==> src/rtl/fsmc_regfile_slave.sv <==
// fsmc_regfile_slave
// FSMC (STM32 external-memory bus) slave with a 2**AW x DW read/write
// register file. All bus pins are asynchronous to clk and pass through
// 2-flop synchronisers. Writes commit on the trailing (rising) edge of NWE.
// Reads drive d_out with d_oe for the top-level tristate pads. The register
// file is exported flat on regs for LEDs and other fabric logic.

module fsmc_regfile_slave #(
    parameter int AW = 4,
    parameter int DW = 16
) (
    input  logic                    clk,
    input  logic                    rst,
    input  logic                    aNE,
    input  logic                    aNOE,
    input  logic                    aNWE,
    input  logic [AW-1:0]           aA,
    input  logic [DW-1:0]           aD,
    output logic [DW-1:0]           d_out,
    output logic                    d_oe,
    output logic [(2**AW)*DW-1:0]   regs,
    output logic                    wr_strobe,
    output logic [AW-1:0]           wr_addr,
    output logic                    rd_strobe,
    output logic                    proto_err
);

    localparam int NREGS = 2**AW;

    typedef enum logic [1:0] {
        S_IDLE  = 2'd0,
        S_WRITE = 2'd1,
        S_READ  = 2'd2
    } state_t;

    // Synchroniser stages: *_q1 is the metastability flop, r_s* the usable sample
    logic            r_ne_q1,  r_sNE;
    logic            r_noe_q1, r_sNOE;
    logic            r_nwe_q1, r_sNWE;
    logic [AW-1:0]   r_a_q1,   r_sA;
    logic [DW-1:0]   r_d_q1,   r_sD;

    // Transaction state
    state_t          r_state;
    logic            r_armed;
    logic [AW-1:0]   r_lat_a;
    logic [DW-1:0]   r_lat_d;
    logic [DW-1:0]   r_regs [NREGS];

    // Registered outputs
    logic [DW-1:0]   r_d_out;
    logic            r_d_oe;
    logic            r_wr_strobe;
    logic [AW-1:0]   r_wr_addr;
    logic            r_rd_strobe;
    logic            r_proto_err;

    // Control-pin synchronisers. Chip select resets to "asserted" so that the
    // slave stays disarmed until it has genuinely seen NE high after reset;
    // NOE/NWE reset to their idle (high) level so no strobe is implied.
    always_ff @(posedge clk) begin
        if (rst) begin
            r_ne_q1  <= 1'b0;
            r_sNE    <= 1'b0;
            r_noe_q1 <= 1'b1;
            r_sNOE   <= 1'b1;
            r_nwe_q1 <= 1'b1;
            r_sNWE   <= 1'b1;
        end else begin
            r_ne_q1  <= aNE;
            r_sNE    <= r_ne_q1;
            r_noe_q1 <= aNOE;
            r_sNOE   <= r_noe_q1;
            r_nwe_q1 <= aNWE;
            r_sNWE   <= r_nwe_q1;
        end
    end

    // Address/data synchronisers; only sampled by the FSM when a strobe is
    // active, so they carry no reset.
    always_ff @(posedge clk) begin
        r_a_q1 <= aA;
        r_sA   <= r_a_q1;
        r_d_q1 <= aD;
        r_sD   <= r_d_q1;
    end

    // Bus transaction FSM, register file and all registered outputs
    always_ff @(posedge clk) begin
        if (rst) begin
            r_state     <= S_IDLE;
            r_armed     <= 1'b0;
            r_lat_a     <= '0;
            r_lat_d     <= '0;
            r_d_out     <= '0;
            r_d_oe      <= 1'b0;
            r_wr_strobe <= 1'b0;
            r_wr_addr   <= '0;
            r_rd_strobe <= 1'b0;
            r_proto_err <= 1'b0;
            for (int i = 0; i < NREGS; i++) begin
                r_regs[i] <= '0;
            end
        end else begin
            r_wr_strobe <= 1'b0;
            r_rd_strobe <= 1'b0;

            // A bus cycle that was already running when reset lifted must be
            // ignored; only arm once chip select has been seen deasserted.
            if (r_sNE) begin
                r_armed <= 1'b1;
            end

            case (r_state)
                S_IDLE: begin
                    if (!r_sNE && !r_sNOE && !r_sNWE) begin
                        // Read and write strobes together: illegal, do nothing
                        r_proto_err <= 1'b1;
                    end else if (r_armed && !r_sNE && !r_sNWE && r_sNOE) begin
                        r_state <= S_WRITE;
                        r_lat_a <= r_sA;
                        r_lat_d <= r_sD;
                    end else if (r_armed && !r_sNE && !r_sNOE && r_sNWE) begin
                        r_state     <= S_READ;
                        r_d_out     <= r_regs[r_sA];
                        r_d_oe      <= 1'b1;
                        r_rd_strobe <= 1'b1;
                    end
                end

                S_WRITE: begin
                    if (r_sNWE) begin
                        // Trailing edge of NWE: commit the last sample taken
                        r_regs[r_lat_a] <= r_lat_d;
                        r_wr_addr       <= r_lat_a;
                        r_wr_strobe     <= 1'b1;
                        r_state         <= S_IDLE;
                    end else if (r_sNE) begin
                        // Chip select dropped before NWE rose: abort, no commit
                        r_proto_err <= 1'b1;
                        r_state     <= S_IDLE;
                    end else begin
                        // Keep tracking the bus so the final value before the
                        // NWE rise is what lands in the register
                        r_lat_a <= r_sA;
                        r_lat_d <= r_sD;
                    end
                end

                S_READ: begin
                    if (!r_sNWE) begin
                        r_proto_err <= 1'b1;
                        r_d_oe      <= 1'b0;
                        r_d_out     <= '0;
                        r_state     <= S_IDLE;
                    end else if (r_sNOE || r_sNE) begin
                        r_d_oe  <= 1'b0;
                        r_d_out <= '0;
                        r_state <= S_IDLE;
                    end
                end

                default: begin
                    r_state <= S_IDLE;
                end
            endcase
        end
    end

    // Flatten the register file: register i occupies regs[i*DW +: DW]
    genvar g;
    generate
        for (g = 0; g < NREGS; g++) begin : g_flat
            assign regs[g*DW +: DW] = r_regs[g];
        end
    endgenerate

    assign d_out     = r_d_out;
    assign d_oe      = r_d_oe;
    assign wr_strobe = r_wr_strobe;
    assign wr_addr   = r_wr_addr;
    assign rd_strobe = r_rd_strobe;
    assign proto_err = r_proto_err;

endmodule

==> config.mk <==
export PLATFORM = sky130hd
export DESIGN_NAME = fsmc_regfile_slave
export DESIGN_NICKNAME = d
export VERILOG_FILES = /design/src/rtl/fsmc_regfile_slave.sv
export SDC_FILE = /design/constraint.sdc
export NUM_CORES = 1
export LEC_CHECK = 0
export ABC_AREA = 1
export CORE_ASPECT_RATIO = 0.5
export CORE_MARGIN = 2
export CORE_UTILIZATION = 45
export DETAILED_ROUTE_END_ITERATION = 8
export PLACE_DENSITY = 0.81
export SYNTH_ARGS = -nofsm -noshare
export SYNTH_HDL_FRONTEND = slang
export SYNTH_SLANG_ARGS = --single-unit
==> constraint.sdc <==
create_clock -name clk -period 4.6 [get_ports clk]
set_input_delay 1.15 -clock clk [delete_from_list [all_inputs] [get_ports clk]]
set_output_delay 1.15 -clock clk [all_outputs]
set_load 0.02 [all_outputs]
======== Word-level counts from Yosys, hierarchy flattened ========
Memories as Yosys holds them, arrays and structs flattened. A register that Yosys moved wholly into a read port is not among the register bits.
Cells that the tools add are included.
word-level totals
  memories kept ........................... 1
  bits in read-only memories .............. 0
  latch bits .............................. 0
  bits in registers ....................... 93
  logic and storage cells ................. 103
  output and inout port bits .............. 280
  memory bits (writable) .................. 256
memory list
  memory  depth  width  read ports  clocked after Yosys merged registers in  wr ports  line  text
  r_regs  16     16     17          1                                        16        48    logic [DW-1:0] r_regs [NREGS];
cells by class
  equality and inequality tests ........... 14
  multiplexer cells ....................... 45
  order comparisons ....................... 0
  div/mod/pow operators ................... 0
  bitwise logic cells ..................... 1
  multiply operators ...................... 0
  $add $sub $neg .......................... 0
  reduce and logical (&&, ||, !) cells .... 22
  shift-type cells ........................ 0
operators by type and width
  kind                                                                   number
  16-bit 2-to-1 mux                                                      10
  16-bit case mux with 2 select lines                                    2
  4-bit 2-to-1 mux                                                       5
  2-bit != test, second input constant                                   9
  1-bit 2-to-1 mux                                                       17
  16-bit OR reduction                                                    1
  5-bit AND reduction                                                    3
  2-bit 2-to-1 mux                                                       7
  3-bit != test, second input constant                                   3
  4-bit case mux with 2 select lines                                     1
  1-bit logical AND                                                      7
  2-bit case mux with 3 select lines                                     1
  4-bit AND reduction                                                    1
  2-bit nonzero test                                                     2
  4-bit OR reduction                                                     1
  1-bit zero test                                                        3
  1-bit case mux with 3 select lines                                     1
  3-bit nonzero test                                                     1
  2-bit by 1-bit equality test with 1-bit output, second input constant  1
  2-bit equality test, second input constant                             1
  2-bit zero test                                                        1
  1-bit case mux with 2 select lines                                     1
  2-bit AND reduction                                                    1
  1-bit logical OR                                                       1
  1-bit inverter                                                         1

======== Longest topological paths before layout ========
Gate-level depths: netlist (run 1).
  depth in word-level cells ............... 8
  depth in mapped cells ................... 11

======== Worst setup path after synthesis (run 1) ========
No wires, ideal clock.
  path kind ............................... input to register
  start point ............................. input port rst
  end point ............................... memory r_regs[13][0], enable pin
  slack ................................... 1684 ps
  data required time ...................... 4228 ps
  setup time .............................. 372 ps
  arrival ................................. 2544 ps
  cell stages on the path ................. 7
  cells stage by stage .................... clkbuf_1 > nor2_8 > inv_2 > nor3_4 > nand2_4 > buf_2 > nand2_1
RTL lines
  item                line  text
  start: declaration  13    input logic rst,
  end: declaration    48

==> results of run 1 <==
## registers in the layout, indices dropped and copies added (netlist names), 2 cells and up
| name | count |
|---|---|
| r_lat_d | 16 |
| r_a_q1 | 4 |
| d_out | 16 |
| r_sD | 16 |
| r_state | 2 |
| r_regs | 256 |
| r_sA | 4 |
| wr_addr | 4 |
| r_lat_a | 4 |
| r_d_q1 | 16 |
## power groups by stage
stage	Clock, mW	Combinational (mW)	Sequential, mW
floorplan	0	0.403	3.75
global placement	0	0.926	3.67
detailed placement	0	0.944	3.67
CTS	2.51	0.948	3.60
global route	2.63	1.01	3.61
finish	2.52	0.966	3.60
## per-layer routing
layer  vias to the layer above  wire length (um)  GRT usage [%]
met2                       840             24300           46.7
li1                       5721                 -              -
met5                         -                 0              0
met3                       195              4980           6.03
met1                      5909             17000           33.0
met4                         0              2960           14.6
## worst paths after layout
path / endpoint / slack [ns] / depth (start not counted)
setup / recovery: r_regs[0][11]$_SDFFCE_PN0P_ / 1.45 / 7
hold / removal: r_sD[6]$_DFF_P_ / 0.32 / 0
setup reg to reg: d_out[8]$_SDFFE_PP0P_ / 1.75 / 10
hold reg to reg: r_sD[6]$_DFF_P_ / 0.32 / 0
## synthesized netlist by cell type
library cell	n	area share, %
nand2_1	402	10
nor2_1	267	6.7
edfxtp_1	256	52
inv_1	215	5.4
nand3_1	204	6.9
dfxtp_1	93	13
clkbuf_1	68	1.7
a21oi_1	44	1.5
o21ai_0	24	0.81
buf_2	16	0.54
clkinv_1	16	0.40
buf_1	14	0.35
nand2_4	4	0.30
or2_2	4	0.17
ha_1	3	0.25
inv_2	2	0.050
a211oi_1	1	0.050
nand2_2	1	0.042
nand4_1	1	0.042
nor2_8	1	0.13
nor3_1	1	0.034
nor3_2	1	0.067
nor3_4	1	0.11
o2111ai_1	1	0.059
o211ai_1	1	0.050
o31ai_1	1	0.050
## worst register-to-register path, cell delays in order (launching register included)
cell     delay, ns
dfxtp_4       0.35
buf_4         0.52
buf_4         0.78
nand2_1       0.18
nand2_1       0.11
nand2_1       0.08
nand3_1       0.11
nand3_1       0.21
nand2_1       0.19
nand2_1       0.09
a21oi_1       0.14
## kinds of logic after synthesis
family,share of synthesized area [%]
adders and majority gates,0.252
AOI/OAI and AO/OA,2.50
and+or+nand+nor,24.6
DFF,64.1
buffers and inverters,8.48
## metrics by stage
step / total power, mW / instances / setup slack, ns / utilization (%)
2_1_floorplan: 4.16 / 1642 / 1.68 / -
3_3_place_gp: 4.59 / 2312 / 0.934 / 55.7
3_5_place_dp: 4.61 / 2312 / 0.908 / 55.7
4_1_cts: 7.06 / 2368 / 1.49 / 58.7
5_1_grt: 7.26 / 2368 / 1.40 / 58.7
6_report: 7.09 / 2370 / 1.45 / 58.7
## area by class of cell
cell class,instances,area (um^2),area share [%]
antenna,2,5.00,0.0260
clock buffer,43,867,4.50
clock inverter,13,98.8,0.513
inverter,233,876,4.55
multi-input combinational,962,4080,21.2
sequential,349,9550,49.6
tap,441,552,2.87
timing repair buffer,327,3230,16.8
==> summary.md, run 1 <==
| Metric | Value |
|---|---|
| Critical path class | `input pin to flip-flop` |
| Hold path startpoint | `r_d_q1[6]$_DFF_P_` |
| Nets | `1932` |
| Core area | `0.0328 mm^2` |
| Sw frac | `27.1%` |
| Status | `finished clean` |
| Slew margin rel. | `38.2%` |
| Port Buf Inserts | `304` |
| Fin Setup TNS | `0 ns` |
| Crit path max fanout | `17` |
| WP data required | `4.82 ns` |
| Die area | `0.0346 mm^2` |
| Max Fclk | `0.317 GHz` |
| ANT nets after route | `0` |
| DRT Wirelength | `49.2 mm` |
| Vias | `12700` |
| Max Cap Viol | `0` |
| Final min period | `3.15 ns` |
| Fin. max-slew vios | `0` |
| Period utilization | `68.5%` |
| Tightest hold margin | `0.323 ns` |
| Reg clk slew, reported paths | `0.07 ns` |
| Ratio of cells with drive above 1 in the final layout | `4.51%` |
| Syn nets | `1670` |
| Slew @ Worst Pin | `0.921 ns` |
| Post-synthesis cell area | `0.0149 mm^2` |
| Routed length per instance | `20.8 um` |
| Worst VDD drop | `0.289 mV` |
| Clock group share of total power | `35.5%` |
| Post-synthesis sequential area ratio | `64.1%` |
| Pwr dens | `368 mW/mm^2` |
| Cell count after synthesis | `1642` |
| Post-CTS Setup Bufs | `0` |
| HPWL after DPL | `34.4 mm` |
| Critical-path top delay cell | `clkdlybuf4s50_1` |
| Mean area per synthesized cell | `9.07 um^2` |
| Largest net degree at the start of global routing | `86` |
| Worst min path class | `flip-flop to flip-flop` |
| Most frequent cells in the layout | `nand2_1 (402), clkdlybuf4s50_1 (304), nor2_1 (267), edfxtp_1 (256), inv_1 (214)` |
| Residual DRC | `0` |
| Root buffer cell | `clkbuf_16` |
| Crit end category | `flip-flop` |
| #FFs+latches synth | `349` |
| Clock Latency Late Sink | `0.59 ns` |
| Final Skew | `0.0270 ns` |
| Hold Buf Count CTS | `0` |
| TritonRoute pass-1 iters | `7` |
| P_int | `5.17 mW` |
| Clock sinks | `349` |
| Cell Rows | `47` |
| Leak Pwr | `7.71 nW` |
| Total CTS buffers | `31` |
| Setup violations, final | `0` |
| Buf+Inv Stages, Crit Path | `3` |
| Crit path cell chain | `clkdlybuf4s50_1 -> nor2_8 -> inv_2 -> nor3_2 -> nand2_1 -> buf_4 -> nand2_1` |
| Drt via density | `5.34` |
| Syn. warnings | `0` |
| Worst setup SP type | `input pin` |
| Longest Clk Path Bufs | `3` |
| Starting density of the core | `45.4%` |
| Resize count post-CTS | `0` |
| Netlist cell types | `26` |
| GRT Overall Usage | `27.6%` |
| Final Hold Viols | `0` |
| FF-to-FF Start | `r_sA[0]$_DFF_P_` |
| Fin area | `0.0193 mm^2` |
| I/O pin cnt | `305` |
| H-tree levels | `1` |
| CP dominant cell by count | `nand2_1` |
| Sw power | `1.92 mW` |
| Crit path largest cell delay | `0.57 ns` |
| CTS tree | `built` |
| Die width | `261 um` |
| Dpl cell area | `0.0183 mm^2` |
| Initial antenna violation count | `0` |
| Global route overflow | `0` |
| Crit path launch | `rst` |
| P&R area growth vs syn | `29.3%` |
| First-pass GRT wire length | `71.0 mm` |
| Gate power share | `13.6%` |
| Filler cells | `2611` |
| DRC violation total after the first TritonRoute iteration | `1773` |
| Vias in the first global route | `11800` |
| Cell family with the largest share of critical-path delay | `simple AND/OR/NAND/NOR gates` |
| GPL Wtd Cong | `0.935` |
| Unrepaired setup endpoints after global routing | `no` |
| Die Y | `133 um` |
| Sequential Power Share | `50.9%` |
| Most common cell after layout, fill and taps aside | `nand2_1` |
| Crit path DAT | `3.37 ns` |
Note: power is estimated with default switching activity, not from simulation.
==> run 2: changes to the inputs <==
Settings changed: PLACE_DENSITY 0.81 to 0.84.
Clock period 4.6 ns to 2.7 ns, I/O delays scaled along.
==> run 2 against run 1 <==
  * Die area is the same
  * Clock-buffer cell count shrank 4
  * Worst setup slack lost 1.2 ns
  * Routed wire length grew 3.8%
  * Power grew 73%
  * Final area grew 2.2%
  * First-iteration DRC count grew 11%
  * Global-route usage grew 0.99 points
  * Clock power grew 75%
  * Final cell count grew 1.3%
==> summary.md, run 2 (same netlist as run 1, synthesis figures left out) <==
| Metric | Value |
|---|---|
| DRC violation total after the first TritonRoute iteration | `1976` |
| Filler cells | `2485` |
| GPL Wtd Cong | `0.911` |
| Clock group share of total power | `35.9%` |
| Setup WS post-layout | `0.267 ns` |
| Starting density of the core | `45.4%` |
| Buf+Inv Stages, Crit Path | `1` |
| Die width | `261 um` |
| Crit path DAT | `1.76 ns` |
| Max reg flops | `256` |
| Worst setup SP type | `flip-flop` |
| Area of the multi-input gates | `0.00408 mm^2` |
| Sw frac | `27.8%` |
| Final Hold Viols | `0` |
| Max Cap Viol | `0` |
| Fin Setup TNS | `0 ns` |
| Crit path max fanout | `2` |
| Sw power | `3.41 mW` |
| Worst VDD drop | `0.443 mV` |
| Crit end category | `output pin` |
| Critical-path top delay cell | `clkdlybuf4s50_1` |
| Core Util, Final | `60.0%` |
| Pre-CTS WS | `0.198 ns` |
| Port Buf Inserts | `304` |
| Tightest hold margin | `0.328 ns` |
| Total power | `12.3 mW` |
| Clock Latency Late Sink | `0.60 ns` |
| Max Fclk | `0.411 GHz` |
| HPWL after DPL | `34.8 mm` |
| Crit path cell chain | `clkdlybuf4s50_1` |
| Top reg by flops | `r_regs` |
| Critical path class | `flip-flop to output pin` |
| Worst min path class | `flip-flop to flip-flop` |
| Clock sinks | `349` |
| Final min period | `2.43 ns` |
| Ratio of cells with drive above 1 in the final layout | `6.13%` |
| Residual DRC | `0` |
| Core area | `0.0328 mm^2` |
| Sequential Power Share | `50.0%` |
| Routed length per instance | `21.3 um` |
| Unrepaired setup endpoints after global routing | `no` |
| Slew margin rel. | `38.8%` |
| Seq. cell area | `0.00955 mm^2` |
| First-pass GRT wire length | `74.2 mm` |
| Vias | `13100` |
| WP data required | `2.03 ns` |
| Nets | `1962` |
| Cell family with the largest share of critical-path delay | `buffers and inverters` |
| CTS tree | `built` |
| Initial antenna violation count | `3` |
| ANT nets after route | `0` |
| Most common cell after layout, fill and taps aside | `nand2_1` |
| Reg clk slew, reported paths | `0.07 ns` |
| Global route overflow | `0` |
| Setup violations, final | `0` |
| Resize count post-CTS | `0` |
| Slew @ Worst Pin | `0.913 ns` |
| Fin. max-slew vios | `0` |
| P&R area growth vs syn | `32.2%` |
| TritonRoute pass-1 iters | `7` |
| Post-CTS Setup Bufs | `0` |
| Die area | `0.0346 mm^2` |
| Longest Clk Path Bufs | `3` |
| Largest net degree at the start of global routing | `130` |
| Final Non-Filler Cells | `2401` |
| Root buffer cell | `clkbuf_16` |
| Drt via density | `5.44` |
| Final Skew | `0.0284 ns` |
| Dpl cell area | `0.0187 mm^2` |
| DRT Wirelength | `51.1 mm` |
| H-tree levels | `1` |
| P_int | `8.85 mW` |
| Fin area | `0.0197 mm^2` |
| Crit path largest cell delay | `0.78 ns` |
| Placed cell count | `2342` |
| Pwr dens | `623 mW/mm^2` |
| Period utilization | `90.1%` |
| Vias in the first global route | `12300` |
| Most frequent cells in the layout | `nand2_1 (402), clkdlybuf4s50_1 (304), nor2_1 (267), edfxtp_1 (256), inv_1 (214)` |
| Status | `finished clean` |
| GRT Overall Usage | `28.5%` |
| Total CTS buffers | `31` |
| Leak Pwr | `7.94 nW` |
| Die Y | `133 um` |
| Hold Buf Count CTS | `0` |
| Gate power share | `14.1%` |
| I/O pin cnt | `305` |
| Cell Rows | `47` |
## run 2: cell count changes in the layout (fill, tap and decap cells not counted), moves of 2 or more
cell and change:
clkinv_2 +7, buf_12 +14, clkbuf_1 -2, buf_4 +16
## run 2: area by class of cell
type	instances	share of cell area, %
flip-flops and latches	349	48.6
clock buffers	39	4.31
inverters	233	4.45
well taps	441	2.80
clock inverters	19	0.706
diodes	1	0.0127
multi-input cells	962	20.7
repair buffers	357	18.4
## run 2: power by group through the flow
stage	Sequential (mW)	Clock, mW	Combinational (mW)
after floorplan	6.40	0	0.686
after global placement	6.24	0	1.63
after detailed placement	6.24	0	1.67
after CTS	6.13	4.38	1.68
after global routing	6.15	4.57	1.80
final	6.13	4.40	1.73
## run 2: per-layer routing
layer	vias to the layer above	GRT usage (%)	part of all wire (%)
met1	6060	34.2	33
met5	-	0	0
met4	0	17.9	7.4
met3	252	5.59	11
li1	5778	-	-
met2	979	47.5	49
## run 2: final timing paths
path / slack, ns / cells after the start / startpoint / end
worst min-delay path: 0.33 / 0 / r_d_q1[14]$_DFF_P_ / r_sD[14]$_DFF_P_
worst min register to register: 0.33 / 0 / r_d_q1[14]$_DFF_P_ / r_sD[14]$_DFF_P_
worst max-delay path: 0.27 / 1 / r_regs[3][5]$_SDFFCE_PN0P_ / regs[53]
worst max register to register: 0.48 / 9 / r_sA[0]$_DFF_P_ / d_out[11]$_SDFFE_PP0P_
